[src/rtl/set_ui_controller.sv]
// Set-mode user interface: synchronizes and debounces MODE/INC buttons, runs the
// RUN/SET_* state machine, and emits single-cycle field-increment pulses with auto-repeat.
module set_ui_controller #(
    parameter int unsigned DEBOUNCE_CYCLES     = 1000000,
    parameter int unsigned REPEAT_DELAY_CYCLES = 25000000,
    parameter int unsigned REPEAT_RATE_CYCLES  = 5000000,
    parameter int unsigned TIMEOUT_CYCLES      = 500000000
) (
    input  logic       sys_clk,
    input  logic       rst_n,
    input  logic       btn_mode_raw,
    input  logic       btn_inc_raw,
    output logic       inc_hours_ui,
    output logic       inc_minutes_ui,
    output logic       inc_seconds_ui,
    output logic [1:0] set_mode,
    output logic       set_active
);

    localparam int unsigned NBTN     = 2;
    localparam int unsigned BTN_MODE = 0;
    localparam int unsigned BTN_INC  = 1;
    localparam int unsigned REP_MAX  = (REPEAT_DELAY_CYCLES > REPEAT_RATE_CYCLES) ?
                                       REPEAT_DELAY_CYCLES : REPEAT_RATE_CYCLES;
    localparam int unsigned DB_W     = $clog2(DEBOUNCE_CYCLES + 1);
    localparam int unsigned REP_W    = $clog2(REP_MAX + 1);
    localparam int unsigned TO_W     = $clog2(TIMEOUT_CYCLES + 1);

    localparam logic [DB_W-1:0]  DB_LAST         = DB_W'(DEBOUNCE_CYCLES - 1);
    localparam logic [REP_W-1:0] REP_DELAY_LAST  = REP_W'(REPEAT_DELAY_CYCLES - 1);
    localparam logic [REP_W-1:0] REP_RATE_LAST   = REP_W'(REPEAT_RATE_CYCLES - 1);
    localparam logic [TO_W-1:0]  TO_LAST         = TO_W'(TIMEOUT_CYCLES - 1);

    typedef enum logic [1:0] {
        ST_RUN     = 2'b00,
        ST_HOURS   = 2'b01,
        ST_MINUTES = 2'b10,
        ST_SECONDS = 2'b11
    } state_t;

    logic [NBTN-1:0] sync_a;
    logic [NBTN-1:0] sync_b;
    logic [NBTN-1:0] stable;
    logic [NBTN-1:0] stable_q;
    logic [DB_W-1:0] db_cnt [NBTN];

    // Two-flop synchronizers, per-button debounce counters and edge history.
    always_ff @(posedge sys_clk or negedge rst_n) begin
        if (!rst_n) begin
            sync_a   <= '0;
            sync_b   <= '0;
            stable   <= '0;
            stable_q <= '0;
            for (int unsigned i = 0; i < NBTN; i++) begin
                db_cnt[i] <= '0;
            end
        end else begin
            sync_a   <= {btn_inc_raw, btn_mode_raw};
            sync_b   <= sync_a;
            stable_q <= stable;
            for (int unsigned i = 0; i < NBTN; i++) begin
                if (sync_b[i] == stable[i]) begin
                    db_cnt[i] <= '0;
                end else if (db_cnt[i] == DB_LAST) begin
                    stable[i] <= sync_b[i];
                    db_cnt[i] <= '0;
                end else begin
                    db_cnt[i] <= db_cnt[i] + DB_W'(1);
                end
            end
        end
    end

    logic press_mode_c;
    logic press_inc_c;
    logic inc_held_c;

    assign press_mode_c = stable[BTN_MODE] & ~stable_q[BTN_MODE];
    assign press_inc_c  = stable[BTN_INC] & ~stable_q[BTN_INC];
    assign inc_held_c   = stable[BTN_INC];

    state_t           state_q, state_d;
    logic [TO_W-1:0]  idle_q, idle_d;
    logic [REP_W-1:0] rep_cnt_q, rep_cnt_d;
    logic             rep_armed_q, rep_armed_d;
    logic             rep_first_q, rep_first_d;
    logic             inc_hours_d, inc_minutes_d, inc_seconds_d;
    logic             set_active_d;
    logic             fire_c;

    // State and registered outputs.
    always_ff @(posedge sys_clk or negedge rst_n) begin
        if (!rst_n) begin
            state_q        <= ST_RUN;
            idle_q         <= '0;
            rep_cnt_q      <= '0;
            rep_armed_q    <= 1'b0;
            rep_first_q    <= 1'b0;
            inc_hours_ui   <= 1'b0;
            inc_minutes_ui <= 1'b0;
            inc_seconds_ui <= 1'b0;
            set_active     <= 1'b0;
        end else begin
            state_q        <= state_d;
            idle_q         <= idle_d;
            rep_cnt_q      <= rep_cnt_d;
            rep_armed_q    <= rep_armed_d;
            rep_first_q    <= rep_first_d;
            inc_hours_ui   <= inc_hours_d;
            inc_minutes_ui <= inc_minutes_d;
            inc_seconds_ui <= inc_seconds_d;
            set_active     <= set_active_d;
        end
    end

    // Next state: MODE press has priority over INC; repeat stays disarmed until a fresh INC press.
    always_comb begin
        state_d     = state_q;
        idle_d      = idle_q;
        rep_cnt_d   = rep_cnt_q;
        rep_armed_d = rep_armed_q;
        rep_first_d = rep_first_q;
        fire_c      = 1'b0;

        if (state_q == ST_RUN) begin
            idle_d      = '0;
            rep_cnt_d   = '0;
            rep_armed_d = 1'b0;
            if (press_mode_c) begin
                state_d = ST_HOURS;
            end
        end else if (press_mode_c) begin
            state_d     = state_t'(state_q + 2'd1);
            idle_d      = '0;
            rep_cnt_d   = '0;
            rep_armed_d = 1'b0;
        end else begin
            if (press_inc_c) begin
                fire_c      = 1'b1;
                rep_armed_d = 1'b1;
                rep_first_d = 1'b1;
                rep_cnt_d   = '0;
            end else if (rep_armed_q && inc_held_c) begin
                if (rep_cnt_q == (rep_first_q ? REP_DELAY_LAST : REP_RATE_LAST)) begin
                    fire_c      = 1'b1;
                    rep_first_d = 1'b0;
                    rep_cnt_d   = '0;
                end else begin
                    rep_cnt_d = rep_cnt_q + REP_W'(1);
                end
            end else begin
                rep_armed_d = 1'b0;
                rep_cnt_d   = '0;
            end

            if (press_inc_c || inc_held_c) begin
                idle_d = '0;
            end else if (idle_q == TO_LAST) begin
                state_d = ST_RUN;
                idle_d  = '0;
            end else begin
                idle_d = idle_q + TO_W'(1);
            end
        end

        inc_hours_d   = fire_c && (state_q == ST_HOURS);
        inc_minutes_d = fire_c && (state_q == ST_MINUTES);
        inc_seconds_d = fire_c && (state_q == ST_SECONDS);
        set_active_d  = (state_d != ST_RUN);
    end

    assign set_mode = state_q;

endmodule

[config.mk]
export PLATFORM = sky130hd
export DESIGN_NAME = set_ui_controller
export DESIGN_NICKNAME = d
export VERILOG_FILES = /design/src/rtl/set_ui_controller.sv
export SDC_FILE = /design/constraint.sdc
export NUM_CORES = 1
export LEC_CHECK = 0
export ABC_CLOCK_PERIOD_IN_PS = 2200
export CAP_MARGIN = 40
export CORE_MARGIN = 5
export CORE_UTILIZATION = 58
export CTS_BUF_LIST = sky130_fd_sc_hd__clkbuf_2 sky130_fd_sc_hd__clkbuf_4 sky130_fd_sc_hd__clkbuf_8
export DETAILED_ROUTE_END_ITERATION = 10
export PLACE_DENSITY = 0.76
export SLEW_MARGIN = 40
export SYNTH_ARGS = -nofsm -noshare
export SYNTH_HDL_FRONTEND = slang
export SYNTH_SLANG_ARGS = --single-unit
[constraint.sdc]
create_clock -name sys_clk -period 2.2 [get_ports sys_clk]
set_input_delay 0.66 -clock sys_clk [delete_from_list [all_inputs] [get_ports sys_clk]]
set_output_delay 0.66 -clock sys_clk [all_outputs]
set_load 0.005 [all_outputs]
Yosys cells after proc, flatten, opt, wreduce, memory -nomap -nowiden
Index checks and enable logic that the tools add are counted.

cells by class
  add/sub/neg operators = 5
  eq/ne operators = 10
  mux-type cells = 31
  bitwise logic cells = 8
  reduce and logical (&&, ||, !) cells = 12

operator list
  kind                     count
  $mux W25                 6
  $mux W29                 4
  $mux W20                 4
  $add A20 B1 Y20 const B  2
  $eq A20 B20 Y1 const B   2
  $add A29 B1 Y29 const B  1
  $eq A29 B29 Y1 const B   1
  $add A25 B1 Y25 const B  1
  $eq A25 B25 Y1           1
  $mux W1                  12
  $mux W2                  5
  $not A1 Y1               6
  $reduce_bool A2 Y1       3
  $eq A2 B2 Y1 const B     2
  $logic_and A1 B1 Y1      4
  $ne A4 B4 Y1 const B     1
  $reduce_and A2 Y1        2
  $reduce_and A4 Y1        1
  $add A2 B1 Y2 const B    1
  $and A1 B1 Y1            2
  $eq A1 B1 Y1             2
  $eq A2 B1 Y1 const B     1
  $logic_not A2 Y1         1
  $logic_or A1 B1 Y1       1

storage, ports and cells
  flip-flop bits (word level) = 110
  input port bits = 4
  output and inout port bits = 6

Depth between registers and ports, before layout
  word-level depth = 8
  gate-level depth with buffers = 8
  depth with buffers taken out = 6

Least setup slack after synthesis
Ideal clock, no wire load.

  path type = flip-flop to flip-flop
  start point = register idle_q[21]
  end point = register idle_q[25]
  arrival time = 2.082 ns
  required time = 2.081 ns
  slack = -0.001 ns
  stages on the path, launching flop included = 7
  clock period less this slack = 2.201 ns
  cell sequence = dfrtp_1 > or4b_1 > or4_1 > or2_4 > o21ai_4 > buf_6 > nor2_1

on the way
  word-level cells in the longest chain between the ends = 5
  elaborated cells between the ends (all ways) = 6
  those cells by class = 1 x add/sub; 1 x eq/ne; 4 x mux

RTL lines
  element                                                   RTL line  text
  start, declared                                           83        logic [TO_W-1:0] idle_q, idle_d;
  start signal, assigned                                    105       idle_q <= idle_d;
  $add A29 B1 Y29 / $eq A29 B29 Y1 (equally long branches)  162, 158
  $mux W29 (*)                                              158       end else if (idle_q == TO_LAST) begin
  $mux W29 (*)                                              156       if (press_inc_c || inc_held_c) begin
  $mux W29 (*)                                              132       end else if (press_mode_c) begin
  $mux W29 (*)                                              125       if (state_q == ST_RUN) begin
  via idle_d[25]                                            83

The timed path passes the listed nets; every way through them passes the cells marked *.
A chain may end at the register's enable or synchronous reset.

Worst setup path in the final report
  start point = register idle_q[21]
  end point = register idle_q[28]

Same word-level chain as after synthesis.

==> results.yml <==
yosys:
  synth_mux_area_frac: 0.00428
  yosys.area.top_type: "dfrtp_1"
  synth_edf_count: 0
  synthSimpleGateAreaFrac: 0.269
  synth_top_family_by_area: "simple AND/OR/NAND/NOR gates"
  synth_top_cell_area_share: 0.523
  synth_nets: 541
  synth_area_leaders: "dfrtp_1 (52%), xor2_1 (9.2%), nor2_1 (6.8%), xnor2_1 (4.0%), nand3_1 (3.9%)"
  yosys_warnings: 0
  synth_area_per_cell_um2: 9.95
  synthArstFlopShare: 1.00
  netlist_instances: 529
  synth.ff_latch_count: 110
  synth.yosys.seq_area_share: 0.523
  ys_types: 45
  synth_compound_area_frac: 0.0350
  synth-xor-area-share: 0.131
  synthFlopType: "dfrtp_1"
  synthAdderAreaFrac: 0.0190
  synth_area_mm2: 0.00526
setup_path:
  crit_arrival_ns: 2.51
  crit_type: "register to register"
  r2r_slack_ns: -0.04
  critPathMaxFanout: 6
  required_ns: 2.47
  critPathLaunchType: "register"
  reg2regPathDepth: 7
  crit-reg2reg-launch: "idle_q[21]"
  rr_endpoint: "idle_q[28]"
  end_kind: "register"
drt:
  ant_nets: 0
  wirelength_um: 9970
  vias: 3881
  drc: 0
  wire_per_inst_um: 14.7
  dr.pass1.iters: 4
  avgViaCountPerCell: 5.72
  dr.first_iter.drc_count: 133
power_and_ir_drop:
  switching_share: 0.215
  combPwrFrac: 0.023
  powerDensity_mw_per_mm2: 572
  p_seq_frac: 0.603
  p_leak_nw: 2.46
  p_clk_frac: 0.374
  intPower_w: 0.00266
  ir_worst_vdd_mv: 0.336
  p_sw_w: 0.000730
global_route:
  grt_pass1_wl_um: 17600
  grt-ovfl-total: 0
  grt_max_degree: 111
  grt_pass1_vias: 3897
  grt_antenna_before_repair: 0
  grt.total_usage: 0.190
final_layout:
  n_antenna_cell: 0
  final_core_util: 0.677
  layout_common_cells: "dfrtp_1 (110), nor2_1 (88), xor2_1 (55), nand2_1 (43), nand3_1 (41)"
  nets: 578
  drive_above_1_share: 0.116
  final_area_mm2: 0.00593
  layout_commonest_cell: "dfrtp_1"
  area_delta_synth_final_pct: 12.7
timing:
  finalHoldViolCount: 0
  timing.fmax_mhz: 446
  setup_ws_ns: -0.0422
  worstMarginPinSlew_ns: 0.582
  min_period_over_period: 1.02
  finalMaxSlewViolations: 0
  fin_skew_ns: 0.00895
  finalCriticalPeriod_ns: 2.24
  setup_tns_ns: -0.242
  setup_viol: 7
  grt_setup_unrepaired: "yes"
  slew_headroom: 0.612
worst_hold_path:
  hold_path.class: "input pin to asynchronous set/reset pin"
clock_network:
  numCtsBuffers: 9
  worstSkewPairLatency_ns: 0.37
  cts.path.max_buffers: 2
  cts_root_buf: "clkbuf_8"
  cts_sinks: 110
  h-tree-depth: 3
  clk_pin_slew_worst_paths_ns: 0.10
  cts_hold_buf: 0
  cts_tree: "done"
floorplanning:
  initial_core_util: 0.601
  rows: 34
  core_mm2: 0.00876
  die_area_mm2: 0.0111
  fp.dieW_um: 105
  dieHeight_um: 105
  ios: 10
placement:
  gp_routability_congestion: 0.802
  placed_area_mm2: 0.00564
  portBuffers: 9
  hpwl_um: 6560
outcome:
  violations: "negative setup slack"
  status: "finished with violations"
job:
  maxCapViolCount: 0
[worst max-delay path by stage]
| stage | slack [ns] | to | cells after the start | startpoint |
|---|---|---|---|---|
| after floorplan | 0.02 | idle_q[25] | 6 | idle_q[21] |
| after global placement | -0.03 | idle_q[22] | 6 | idle_q[9] |
| after detailed placement | -0.1 | idle_q[24] | 6 | idle_q[9] |
| after CTS | -0.05 | idle_q[28] | 7 | idle_q[21] |
| after global routing | -0.11 | idle_q[25] | 7 | idle_q[21] |
| final | -0.04 | idle_q[28] | 7 | idle_q[21] |
[final cells by class]
type / instances / area, µm²
fillers: 689 / 2830
flip-flops and latches: 110 / 2750
multi-input cells: 399 / 2460
repair buffers: 38 / 345
clock buffers: 12 / 159
well taps: 108 / 135
clock inverters: 4 / 52.6
inverters: 8 / 30.0
[critical path, cell delays in order, from the launching register on]
cell     delay (ns)
dfrtp_1        0.40
or4b_4         0.54
or4_4          0.44
or2_4          0.27
o21ai_4        0.19
buf_6          0.14
buf_6          0.11
nor2_1         0.05
[power by group through the flow]
stage	Combinational [W]	Clock, W	Sequential (W)
after floorplan	0.0000229	0	0.00208
after global placement	0.0000774	0	0.00208
after detailed placement	0.0000801	0	0.00208
after CTS	0.0000807	0.00130	0.00204
after global routing	0.0000901	0.00139	0.00205
final	0.0000769	0.00127	0.00204
[cell families after synthesis]
| group | Yosys count |
|---|---|
| AND/OR/NAND/NOR | 283 |
| flip-flops | 110 |
| XOR/XNOR | 79 |
| AO/OA/AOI/OAI | 27 |
| buffers and inverters | 20 |
| adder cells (fa/ha/maj) | 8 |
| multiplexers | 2 |
[metal layers]
metal	share of wire	vias up	global-route usage
li1	-	1896	-
met1	0.45	1909	0.249
met2	0.50	66	0.322
met3	0.035	10	0.0385
met4	0.010	0	0.0548
met5	0	-	0
[state kept, by name (all words and copies together) (netlist names)]
register and count:
stable_q 2, rep_armed_q 1, inc_minutes_ui 1, sync_b 2, inc_hours_ui 1, db_cnt 40, inc_seconds_ui 1, rep_first_q 1
rep_cnt_q 25, set_mode 2, set_active 1, sync_a 2, stable 2, idle_q 29
[through the flow]
| stage | power [W] | hold WS [ns] | cells | setup WS (ns) |
|---|---|---|---|---|
| 2_1_floorplan | 0.00210 | 0.331 | 529 | 0.0242 |
| 3_3_place_gp | 0.00216 | 0.336 | 658 | -0.0256 |
| 3_5_place_dp | 0.00216 | 0.339 | 658 | -0.0980 |
| 4_1_cts | 0.00343 | 0.363 | 680 | -0.0479 |
| 5_1_grt | 0.00353 | 0.375 | 679 | -0.108 |
| 6_report | 0.00339 | 0.333 | 679 | -0.0422 |
[synth_stat cells (all sizes together) (2+ instances only)]
master  instances
nand3b          3
and4            7
nor4            6
a31oi           2
nor2           96
nand4          27
and3           14
dfrtp         110
or4             3
nor3b           2
nor4b           5
xor2           55
a21oi           9
inv             8
or2             3
o21ai           7
mux2            2
buf             5
xnor2          24
nand3          41
o311ai          2
ha              8
or3             8
and2            6
nand2b          2
nor3           11
nand2          43
clkbuf          7
[timing repair]
action / 4_1_cts / 5_1_grt
resized for setup: 14 / 4
setup endpoints to repair: 24 / 28
gates cloned: 1 / 0
setup buffers: 5 / 1
pin swaps: 11 / 2
Power figures use the tool's default switching activity.
